===== config.mk =====
export PLATFORM = sky130hd
export DESIGN_NAME = cog_vcap
export DESIGN_NICKNAME = d
export VERILOG_FILES = /design/src/rtl/cog_vcap_pkg.sv /design/src/rtl/cog_vcap_sync.sv /design/src/rtl/cog_vcap.sv
export SDC_FILE = /design/constraint.sdc
export NUM_CORES = 1
export LEC_CHECK = 0
export CAP_MARGIN = 20
export CORE_UTILIZATION = 40
export DETAILED_ROUTE_END_ITERATION = 10
export PLACE_DENSITY = 0.69
export SYNTH_ARGS = -nofsm -noshare
export SYNTH_HDL_FRONTEND = slang
export SYNTH_HIERARCHICAL = 1
export SYNTH_SLANG_ARGS = --single-unit

===== constraint.sdc =====
create_clock -name clk_cog -period 5.9 [get_ports clk_cog]
set_clock_uncertainty 0.15 [all_clocks]
set_input_delay 0.59 -clock clk_cog [delete_from_list [all_inputs] [get_ports clk_cog]]
set_output_delay 0.59 -clock clk_cog [all_outputs]
set_load 0.005 [all_outputs]

===== src/rtl/cog_vcap_pkg.sv =====
// cog_vcap_pkg: shared state encoding and cfg/scl field positions for the
// cog video capture block.
package cog_vcap_pkg;

    typedef enum logic [1:0] {
        IDLE    = 2'd0,
        ARM     = 2'd1,
        DELAY   = 2'd2,
        CAPTURE = 2'd3
    } state_t;

    // cfg bit positions
    localparam int CFG_EN      = 31;
    localparam int CFG_MODE    = 28;
    localparam int CFG_TEN     = 24;
    localparam int CFG_TEDGE   = 23;
    localparam int CFG_TPIN_HI = 22;
    localparam int CFG_TPIN_LO = 18;
    localparam int CFG_SEL_HI  = 4;
    localparam int CFG_SEL_LO  = 0;

    // scl bit positions
    localparam int SCL_CPP_HI  = 19;
    localparam int SCL_CPP_LO  = 12;
    localparam int SCL_DLY_HI  = 11;
    localparam int SCL_DLY_LO  = 0;

    // Clocks per pixel as a counter reload value; a zero field means 256.
    function automatic logic [8:0] cpp_clocks(input logic [19:0] scl);
        logic [7:0] f;
        f = scl[SCL_CPP_HI:SCL_CPP_LO];
        return (f == 8'd0) ? 9'd256 : {1'b0, f};
    endfunction

endpackage


===== src/rtl/cog_vcap_sync.sv =====
// cog_vcap_sync: multi-stage synchronizer bringing the raw pins into the cog
// clock domain. Cleared along with the rest of the block by ena.
module cog_vcap_sync #(
    parameter int SYNC_STAGES = 2
) (
    input  logic        clk_cog,
    input  logic        ena,
    input  logic [31:0] i_d,
    output logic [31:0] o_q
);
    logic [SYNC_STAGES-1:0][31:0] r_stage;

    // Shift the pin vector through SYNC_STAGES flops.
    always_ff @(posedge clk_cog or negedge ena) begin
        if (!ena) begin
            r_stage <= '0;
        end else begin
            r_stage[0] <= i_d;
            for (int i = 1; i < SYNC_STAGES; i++)
                r_stage[i] <= r_stage[i-1];
        end
    end

    assign o_q = r_stage[SYNC_STAGES-1];

endmodule


===== src/rtl/cog_vcap.sv =====
// cog_vcap: per-cog video capture. Samples one or two synchronized pins at a
// programmable pixel rate, packs samples LSB-first into longs and hands each
// completed long to the cog through valid/getpix. Optional edge trigger and
// start delay align capture to sync.
module cog_vcap
    import cog_vcap_pkg::*;
#(
    parameter int SYNC_STAGES = 2
) (
    input  logic        clk_cog,
    input  logic        ena,
    input  logic        setcfg,
    input  logic        setscl,
    input  logic        getpix,
    input  logic [31:0] data,
    input  logic [31:0] pin_in,
    output logic [31:0] pixels,
    output logic        valid,
    output logic        ovr,
    output logic        active
);
    state_t      r_state;
    logic        r_mode, r_tedge, r_trig_prev;
    logic [4:0]  r_tpin, r_sel, r_pcount;
    logic [19:0] r_scl;
    logic [8:0]  r_cnt;
    logic [11:0] r_dcnt;
    logic [31:0] r_sh, r_pixels;
    logic        r_valid, r_ovr;

    logic [31:0] w_ps;
    logic [19:0] w_scl_new;
    logic [4:0]  w_sel_hi;
    logic [31:0] w_shifted;
    logic        w_last, w_tcur, w_trig_hit, w_tick, w_done, w_unused;

    cog_vcap_sync #(.SYNC_STAGES(SYNC_STAGES)) u_sync (
        .clk_cog (clk_cog),
        .ena     (ena),
        .i_d     (pin_in),
        .o_q     (w_ps)
    );

    // A setscl coinciding with setcfg must be seen by that setcfg.
    assign w_scl_new  = setscl ? data[19:0] : r_scl;
    assign w_sel_hi   = r_sel + 5'd1;
    assign w_shifted  = r_mode ? {w_ps[w_sel_hi], w_ps[r_sel], r_sh[31:2]}
                               : {w_ps[r_sel], r_sh[31:1]};
    assign w_last     = r_mode ? (r_pcount == 5'd15) : (r_pcount == 5'd31);
    assign w_tcur     = w_ps[r_tpin];
    assign w_trig_hit = r_tedge ? (!r_trig_prev && w_tcur) : (r_trig_prev && !w_tcur);
    assign w_tick     = (r_state == CAPTURE) && (r_cnt == 9'd1);
    assign w_done     = w_tick && w_last;
    assign w_unused   = ^{data[30:29], data[27:25]};

    // Control FSM: configuration, trigger, start delay and pixel sampling.
    always_ff @(posedge clk_cog or negedge ena) begin
        if (!ena) begin
            r_state     <= IDLE;
            r_mode      <= 1'b0;
            r_tedge     <= 1'b0;
            r_tpin      <= '0;
            r_sel       <= '0;
            r_scl       <= '0;
            r_cnt       <= '0;
            r_dcnt      <= '0;
            r_pcount    <= '0;
            r_sh        <= '0;
            r_trig_prev <= 1'b0;
        end else begin
            if (setscl)
                r_scl <= data[19:0];
            if (setcfg) begin
                r_mode      <= data[CFG_MODE];
                r_tedge     <= data[CFG_TEDGE];
                r_tpin      <= data[CFG_TPIN_HI:CFG_TPIN_LO];
                r_sel       <= data[CFG_SEL_HI:CFG_SEL_LO];
                r_sh        <= '0;
                r_pcount    <= '0;
                r_trig_prev <= w_ps[data[CFG_TPIN_HI:CFG_TPIN_LO]];
                if (!data[CFG_EN]) begin
                    r_state <= IDLE;
                end else if (data[CFG_TEN]) begin
                    r_state <= ARM;
                end else if (w_scl_new[SCL_DLY_HI:SCL_DLY_LO] != 12'd0) begin
                    r_state <= DELAY;
                    r_dcnt  <= w_scl_new[SCL_DLY_HI:SCL_DLY_LO];
                end else begin
                    r_state <= CAPTURE;
                    r_cnt   <= cpp_clocks(w_scl_new);
                end
            end else begin
                case (r_state)
                    ARM: begin
                        r_trig_prev <= w_tcur;
                        if (w_trig_hit) begin
                            if (r_scl[SCL_DLY_HI:SCL_DLY_LO] != 12'd0) begin
                                r_state <= DELAY;
                                r_dcnt  <= r_scl[SCL_DLY_HI:SCL_DLY_LO];
                            end else begin
                                r_state  <= CAPTURE;
                                r_cnt    <= cpp_clocks(r_scl);
                                r_pcount <= '0;
                            end
                        end
                    end
                    DELAY: begin
                        r_dcnt <= r_dcnt - 12'd1;
                        if (r_dcnt == 12'd1) begin
                            r_state  <= CAPTURE;
                            r_cnt    <= cpp_clocks(r_scl);
                            r_pcount <= '0;
                        end
                    end
                    CAPTURE: begin
                        if (w_tick) begin
                            r_sh     <= w_shifted;
                            r_cnt    <= cpp_clocks(r_scl);
                            r_pcount <= w_last ? 5'd0 : r_pcount + 5'd1;
                        end else begin
                            r_cnt <= r_cnt - 9'd1;
                        end
                    end
                    default: ;
                endcase
            end
        end
    end

    // Word handoff: load on free slot or same-cycle consume, else flag overrun.
    always_ff @(posedge clk_cog or negedge ena) begin
        if (!ena) begin
            r_pixels <= '0;
            r_valid  <= 1'b0;
            r_ovr    <= 1'b0;
        end else if (setcfg) begin
            r_valid <= 1'b0;
            r_ovr   <= 1'b0;
        end else if (w_done) begin
            if (!r_valid || getpix) begin
                r_pixels <= w_shifted;
                r_valid  <= 1'b1;
            end else begin
                r_ovr <= 1'b1;
            end
        end else if (getpix) begin
            r_valid <= 1'b0;
        end
    end

    assign pixels = r_pixels;
    assign valid  = r_valid;
    assign ovr    = r_ovr;
    assign active = (r_state == CAPTURE);

endmodule


==> results of run 1 <==
[power by group through the flow]
stage | clock network (mW) | logic (mW) | registers, mW
2_1_floorplan | 0 | 0.547 | 1.55
3_3_place_gp | 0 | 0.693 | 1.61
6_report | 1.23 | 0.707 | 1.59
3_5_place_dp | 0 | 0.706 | 1.61
4_1_cts | 1.27 | 0.709 | 1.59
5_1_grt | 1.32 | 0.783 | 1.61
[layer usage]
layer,GRT usage,wire length (um)
met5,0,0
met1,0.242,9130
met4,0.0433,176
met2,0.264,8810
met3,0.0366,926
[sequential cells by signal, indices dropped and copies added (netlist names), 5 cells and up]
| name | count |
|---|---|
| r_sel | 5 |
| r_cnt | 9 |
| pixels | 32 |
| u_sync/o_q | 32 |
| r_tpin | 5 |
| u_sync/r_stage | 32 |
| r_sh | 31 |
| r_dcnt | 12 |
| r_pcount | 5 |
| r_scl | 20 |
[cell usage after synthesis, types with 7 or more instances]
cell type  instances
nor2_1            22
nand2b_1          12
dfrtp_1          190
nor2b_1           12
nand3_1           13
inv_1             17
xnor2_1            9
a21oi_1           35
mux2_2            36
buf_4             33
buf_2             10
ha_1               9
o21ai_0           56
nor4_1            11
o31ai_1            7
nand2_1          103
o21ai_1           32
nor3_1             9
mux2i_1           60
clkbuf_1          22
mux4_2            25
[layout make-up]
class                   count  area share
clock inverters            15      0.0207
repair buffers            106       0.100
clock buffers              17      0.0395
inverters                  17     0.00593
multi-input cells         525       0.359
flip-flops and latches    190       0.442
well taps                 280      0.0325
[cells in the final DEF, fill, tap and decap left out, types with 13 or more instances in the layout]
| cell type | Yosys | final |
|---|---|---|
| mux2_2 | 36 | 36 |
| mux4_2 | 25 | 25 |
| nor2_1 | 22 | 22 |
| a21oi_1 | 35 | 35 |
| mux2i_1 | 60 | 60 |
| nand3_1 | 13 | 13 |
| o21ai_0 | 56 | 56 |
| inv_1 | 17 | 17 |
| dfrtp_1 | 190 | 189 |
| nand2_1 | 103 | 103 |
| clkdlybuf4s50_1 | 0 | 96 |
| clkbuf_16 | 0 | 17 |
| o21ai_1 | 32 | 32 |
[cells by family (layout without fill, tap and decap cells)]
| group | after synthesis | count (layout) | synth area share |
|---|---|---|---|
| flip-flops | 190 | 190 | 0.520 |
| AND/OR/NAND/NOR | 210 | 210 | 0.112 |
| adder cells (fa/ha/maj) | 9 | 9 | 0.0123 |
| XOR/XNOR | 11 | 11 | 0.0105 |
| buffers and inverters | 93 | 155 | 0.0580 |
| multiplexers | 122 | 122 | 0.173 |
| AO/OA/AOI/OAI | 173 | 173 | 0.115 |
[how the worst max path moves through the flow]
| stage | to |
|---|---|
| 2_1_floorplan | r_sh[31] |
| 3_3_place_gp | r_cnt[3] |
| 3_5_place_dp | r_cnt[7] |
| 4_1_cts | r_cnt[7] |
| 5_1_grt | r_cnt[7] |
| 6_report | r_cnt[7] |
[metrics by stage]
| step | total power [mW] | std cells | area, sq um |
|---|---|---|---|
| 2_1_floorplan | 2.10 | 808 | 9140 |
| 3_3_place_gp | 2.30 | 1114 | 10000 |
| 3_5_place_dp | 2.32 | 1114 | 10000 |
| 4_1_cts | 3.56 | 1146 | 10700 |
| 5_1_grt | 3.72 | 1150 | 10800 |
| 6_report | 3.53 | 1150 | 10800 |
==> flow_metrics.tcl, run 1 <==
set metrics [dict create \
    cts_setup_buffers 0 \
    rrSetupSlack_ps 2590 \
    intPower_mw 2.42 \
    cp-start-kind "input pin" \
    vias 6156 \
    hold_buffers 0 \
    critPathMostFrequentCell "mux2_2" \
    grt_pass1_vias 6051 \
    synth_seq_area_share 0.520 \
    clkLatencyLatePin_ps 440 \
    synth_edf_count 0 \
    synth_top_area_share 0.520 \
    io_pins 104 \
    period_share 0.607 \
    p_leak_nw 4.49 \
    p_seq_frac 0.450 \
    die_w_um 153 \
    portBuffers 98 \
    synth.distinct_cells 63 \
    irDropWorstVdd_v 0.000159 \
    start_util 0.414 \
    gp_congestion 0.837 \
    wl_mm 19.0 \
    drive_above_1_share 0.138 \
    nFillCells 1945 \
    critPathMaxStageDelay_ps 1190 \
    drc 0 \
    r2r_end "r_cnt[7]" \
    switching_share 0.314 \
    hp-class "reg -> reg" \
    power.switching_mw 1.11 \
    min_delay_path_depth 0 \
    fp-row-count 54 \
    yosysWarnings 6 \
    path_class "in -> reg" \
    grt_max_degree 128 \
    hp-start "u_sync/r_stage[30]" \
    track_usage 0.170 \
    path_depth 6 \
    startpoint "setscl" \
    min_to "u_sync/o_q[30]" \
    cts-root-buf "clkbuf_16" \
    timing_hold_violations_final 0 \
    grt_overflow 0 \
    core-area_sq_um 22100 \
    setup_viol 0 \
    cp_num_buf_inv 1 \
    synth_fp_nets 886 \
    clk_pin_slew_ps 80 \
    grt_antenna_before_repair 0 \
    cts.path.max_buffers 2 \
    syn_area_sq_um 9140 \
    required_ps 6070 \
    synthCells 808 \
    dp.final_hpwl_mm 12.6 \
    post-route-min-period_ps 3580 \
    fin_setup_tns_ps 0 \
    antenna_left 0 \
    ys.flop_type "dfrtp_1" \
    fin_nets 935 \
    area_delta_synth_final_pct 17.7 \
    post_cts_resized 0 \
    worst-path-max-fanout 22 \
    dieArea_sq_um 23500 \
    diodes 0 \
    h-tree-depth 4 \
    reg2reg_depth 8 \
    p_per_area_nw_per_um2 328 \
    fin_util 0.487 \
    yosysTopAreaCell "dfrtp_1" \
    clkSinkCount 190 \
    pre_cts_ws_ps 1870 \
    worstPathCellList "clkdlybuf4s50_1, mux2_2, a2111oi_2, nor2_1, nor3_4, mux2_2" \
    ys_seq_elements 190 \
    regArea_sq_um 4760 \
    rsz0062_at_grt "no" \
    slew-limit-headroom 0.270 \
    routedWlPerCell_um 16.6 \
    grt_pass1_wl_mm 31.7 \
    drv_cap 0 \
    setup_ws_ps 2320 \
    reg2reg_from "r_tpin[1]" \
    fmax_mhz 279 \
    multi_input_area_sq_um 3870 \
    clock_power_share 0.349 \
    numCtsBuffers 17 \
    tightest_slew_ps 1090 \
    syn_area_per_cell_sq_um 11.3 \
    viasPerCell 5.35 \
    synthArstFlopShare 1.00 \
    cp_top_family "buffers and inverters" \
    cts_tree "done" \
    cp_slowest_cell "clkdlybuf4s50_1" \
    run_status "complete, no violations" \
    firstDrtPassIters 5 \
    cp-end-kind "flip-flop" \
    timing.hold.ws_ps 194 \
    arrival_ps 3750 \
    die_h_um 153 \
    synthTopCellsByArea "dfrtp_1 (52%), mux2i_1 (6.6%), mux4_2 (6.2%)" \
    slew_viol_final 0 \
    combinationalPowerShare 0.200 \
    drt_iter0_drc 362 \
]
(Power assumes the default switching activity.)
==> run 2: changes to the inputs <==
==> constraint.sdc (replaced) <==
create_clock -name clk_cog -period 3.7 [get_ports clk_cog]
set_clock_uncertainty 0.15 [all_clocks]
set_input_delay 0.37 -clock clk_cog [delete_from_list [all_inputs] [get_ports clk_cog]]
set_output_delay 0.37 -clock clk_cog [all_outputs]
set_load 0.005 [all_outputs]
==> flow_metrics.tcl, run 2 (synthesis results as in run 1) <==
set metrics [dict create \
    run_status "complete, no violations" \
    reg2reg_depth 8 \
    regArea_sq_um 4760 \
    reg2reg_from "r_tpin[1]" \
    slew-limit-headroom 0.394 \
    dp.final_hpwl_mm 12.8 \
    grt_max_degree 111 \
    tightest_slew_ps 907 \
    cts.path.max_buffers 2 \
    min_to "u_sync/o_q[7]" \
    cp-end-kind "flip-flop" \
    clk_pin_slew_ps 80 \
    drc 0 \
    period_share 0.796 \
    fin_setup_tns_ps 0 \
    switching_share 0.310 \
    cp-start-kind "flip-flop" \
    timing.hold.ws_ps 200 \
    portBuffers 98 \
    worst-path-max-fanout 13 \
    path_class "reg -> reg" \
    gp_congestion 0.875 \
    hp-class "reg -> reg" \
    numCtsBuffers 17 \
    rsz0062_at_grt "no" \
    p_seq_frac 0.447 \
    track_usage 0.170 \
    routedWlPerCell_um 16.2 \
    h-tree-depth 4 \
    drive_above_1_share 0.148 \
    min_delay_path_depth 0 \
    cts_tree "done" \
    combinationalPowerShare 0.210 \
    cts_setup_buffers 0 \
    setup_viol 0 \
    wl_mm 18.8 \
    area_delta_synth_final_pct 18.3 \
    multi_input_area_sq_um 3860 \
    final_common_cell "dfrtp_1" \
    clkSinkCount 190 \
    timing_hold_violations_final 0 \
    drv_cap 0 \
    drt_iter0_drc 415 \
    arrival_ps 3100 \
    dieArea_sq_um 23500 \
    p_leak_nw 4.53 \
    fin_nets 945 \
    cts-root-buf "clkbuf_16" \
    firstDrtPassIters 5 \
    start_util 0.414 \
    antenna_left 0 \
    grt_antenna_before_repair 0 \
    irDropWorstVdd_v 0.000301 \
    diodes 0 \
    postPlaceCellArea_sq_um 10200 \
    fin_util 0.490 \
    clkLatencyLatePin_ps 430 \
    grt_overflow 0 \
    finalInstanceArea_sq_um 10800 \
    slew_viol_final 0 \
    post-route-min-period_ps 2950 \
    fp-row-count 54 \
    nFillCells 1954 \
    vias 6221 \
    clock_power_share 0.343 \
    grt_pass1_vias 6151 \
    post_cts_resized 0 \
    io_pins 104 \
    intPower_mw 3.87 \
    core-area_sq_um 22100 \
    p_per_area_nw_per_um2 518 \
    power.switching_mw 1.74 \
    final_cell_mix "dfrtp_1 (189), nand2_1 (103), clkdlybuf4s50_1 (96)" \
    grt_pass1_wl_mm 32.0 \
    die_w_um 153 \
    die_h_um 153 \
    fmax_mhz 339 \
    r2r_end "r_cnt[7]" \
    hp-start "u_sync/r_stage[7]" \
    rrSetupSlack_ps 750 \
    viasPerCell 5.36 \
    required_ps 3860 \
    startpoint "r_tpin[1]" \
]
[run 2: layout make-up]
| cell class | instances | area share |
|---|---|---|
| clock inverter | 15 | 0.0192 |
| inverter | 17 | 0.00590 |
| multi-input combinational | 525 | 0.357 |
| clock buffer | 17 | 0.0393 |
| timing repair buffer | 116 | 0.107 |
| sequential | 190 | 0.440 |
| tap | 280 | 0.0324 |
[run 2: power groups by stage]
stage	Combinational, mW	Sequential [mW]	Clock [mW]
floorplan	0.872	2.48	0
global placement	1.16	2.54	0
detailed placement	1.18	2.54	0
CTS	1.18	2.50	1.97
global route	1.32	2.55	2.06
finish	1.18	2.51	1.92
[run 2: routing by layer]
| layer | wire length (um) | global-route usage |
|---|---|---|
| met1 | 8980 | 0.246 |
| met2 | 8650 | 0.259 |
| met3 | 900 | 0.0346 |
| met4 | 263 | 0.0515 |
| met5 | 0 | 0 |
[run 2: worst max-delay path by stage]
stage / end / slack, ps / depth (start not counted)
global placement: r_cnt[3] / 400 / 6
finish: r_cnt[7] / 750 / 8
CTS: pixels[2] / 620 / 7
floorplan: r_sh[31] / 920 / 8
detailed placement: r_cnt[7] / 370 / 6
global route: r_cnt[7] / 610 / 9
[run 2: what timing repair did]
action,4_1_cts,5_1_grt
hold buffers,1,0
setup endpoints to repair,0,0
endpoints found under the hold margin,108,0
[run 2: worst max-delay path: stages, from the launching register on]
cell and delay, ps:
dfrtp_1 510, buf_4 310, mux2i_1 270, a21oi_1 120, a31o_2 270, nor2_1 230, a221oi_4 130, nor3_4 450
mux2_2 390
[run 2: per-stage QoR]
step / total power [mW] / setup WS [ps] / cells
after floorplan: 3.35 / 920 / 808
after global placement: 3.70 / 399 / 1126
after detailed placement: 3.72 / 369 / 1126
after CTS: 5.66 / 621 / 1159
after global routing: 5.92 / 614 / 1160
final: 5.61 / 754 / 1160
==> run 3: changes to the inputs <==
==> constraint.sdc (replaced) <==
create_clock -name clk_cog -period 2.96 [get_ports clk_cog]
set_clock_uncertainty 0.15 [all_clocks]
set_input_delay 0.296 -clock clk_cog [delete_from_list [all_inputs] [get_ports clk_cog]]
set_output_delay 0.296 -clock clk_cog [all_outputs]
set_load 0.005 [all_outputs]
==> flow_metrics.tcl, run 3 (synthesis results as in run 1) <==
set metrics [dict create \
    run_status "complete, no violations" \
    hp-start "pin_in[24]" \
    die_h_um 153 \
    p_total_mw 6.98 \
    fp-row-count 54 \
    grt_overflow 0 \
    core-area_sq_um 22100 \
    setup_viol 0 \
    fmax_mhz 364 \
    irDropWorstVdd_v 0.000358 \
    worst-path-max-fanout 8 \
    cts.path.max_buffers 2 \
    clk_pin_slew_ps 80 \
    rrSetupSlack_ps 210 \
    p_leak_nw 4.65 \
    drt_iter0_drc 377 \
    fin_nets 972 \
    cp_slowest_cell "mux4_2" \
    grt_pass1_wl_mm 33.0 \
    viasPerCell 5.33 \
    dieArea_sq_um 23500 \
    timing_hold_violations_final 0 \
    reg2reg_depth 8 \
    post-route-min-period_ps 2750 \
    p_per_area_nw_per_um2 633 \
    cts-root-buf "clkbuf_16" \
    cp_num_buf_inv 1 \
    portBuffers 98 \
    gp_congestion 0.894 \
    fin_cells 1187 \
    drc 0 \
    slew_viol_final 0 \
    dp_cells 1154 \
    final_common_cell "dfrtp_1" \
    cts_tree "done" \
    cp-end-kind "flip-flop" \
    hp-class "in -> reg" \
    routedWlPerCell_um 16.4 \
    die_w_um 153 \
    final_cell_mix "dfrtp_1 (189), nand2_1 (103), clkdlybuf4s50_1 (96)" \
    vias 6323 \
    clkLatencyLatePin_ps 430 \
    grt_antenna_before_repair 0 \
    cts_setup_buffers 0 \
    track_usage 0.176 \
    nFillCells 1958 \
    cp-start-kind "flip-flop" \
    arrival_ps 2900 \
    io_pins 104 \
    h-tree-depth 4 \
    area_delta_synth_final_pct 20.6 \
    rsz0062_at_grt "no" \
    r2r_end "r_sh[31]" \
    tightest_slew_ps 915 \
    diodes 0 \
    start_util 0.414 \
    cp_top_family "multiplexers" \
    min_to "u_sync/r_stage[24]" \
    reg2reg_from "r_sel[1]" \
    clkSinkCount 190 \
    firstDrtPassIters 4 \
    worstPathCellList "ha_1, buf_12, mux4_2, mux4_2, mux2i_1, nand2_1, o21ai_0, o21ai_0" \
    grt_max_degree 93 \
    wl_mm 19.5 \
    critPathMaxStageDelay_ps 540 \
    drv_cap 0 \
    drive_above_1_share 0.174 \
    min_delay_path_depth 1 \
    path_class "reg -> reg" \
    required_ps 3110 \
    grt_pass1_vias 6306 \
    antenna_left 0 \
    dp.final_hpwl_mm 13.6 \
    slew-limit-headroom 0.388 \
    period_share 0.929 \
    numCtsBuffers 17 \
]
run 3: cell count changes in the layout (fill, tap and decap cells not counted):
cell       change
a2111oi_2      -1
a2111oi_4      +1
nor4_1         -1
bufinv_16      -1
nor4_2         +1
clkinv_2       +1
clkinv_8       +1
buf_12         +1
buf_4         +26
inv_12         -1
run 3: final cells by class:
type / instances / area, sq um / area share
Timing Repair Buffer: 143 / 1370 / 0.124
Tap cell: 280 / 350 / 0.0318
Clock inverter: 15 / 183 / 0.0166
Sequential cell: 190 / 4760 / 0.431
Clock buffer: 17 / 425 / 0.0386
Multi-Input combinational cell: 525 / 3880 / 0.352
Inverter: 17 / 63.8 / 0.00579
run 3: layer usage:
metal,vias up,wire length [um],part of all wire,GRT usage
met5,-,0,0,0
met4,0,187,0.0096,0.0467
met3,14,931,0.048,0.0337
met2,161,9150,0.47,0.275
met1,3109,9200,0.47,0.249
li1,3039,-,-,-
run 3: worst reg2reg max path, cell delays in order, from the launching register on:
cell and delay, ps:
dfrtp_1 390, ha_1 320, buf_12 150, mux4_2 540
mux4_2 480, mux2i_1 250, nand2_1 80, o21ai_0 140
o21ai_0 120
run 3: worst max-delay path by stage:
stage / startpoint / endpoint / slack, ps / cells past startpoint
5_1_grt: r_scl[1] / r_dcnt[0] / 1 / 8
4_1_cts: r_scl[1] / r_dcnt[0] / 40 / 8
3_3_place_gp: data[1] / r_dcnt[0] / 30 / 9
6_report: r_sel[1] / r_sh[31] / 210 / 8
3_5_place_dp: data[1] / r_dcnt[0] / -60 / 9
2_1_floorplan: r_sel[0] / r_sh[31] / 180 / 8
run 3: metrics by stage:
stage               utilization  cell area [sq um]  TNS [ps]  hold slack, ps  worst slack [ps]
floorplan                     -               9140         0            -150               180
global placement          0.470              10400         0             184              28.0
detailed placement        0.470              10400      -397             186             -63.7
CTS                       0.498              11000         0             129              42.4
global route              0.499              11000         0             121              1.34
finish                    0.499              11000         0             147               211
run 3: what timing repair did:
action	in CTS	in global routing
resized for setup	0	2
hold buffers	1	0
hold endpoints to repair	84	0
setup endpoints to repair	0	19
run 3: power breakdown:
group          internal (mW)  switching (mW)  leakage, nW
clock network           1.15            1.15        0.297
registers               2.86           0.277         2.30
logic                  0.774           0.764         2.05
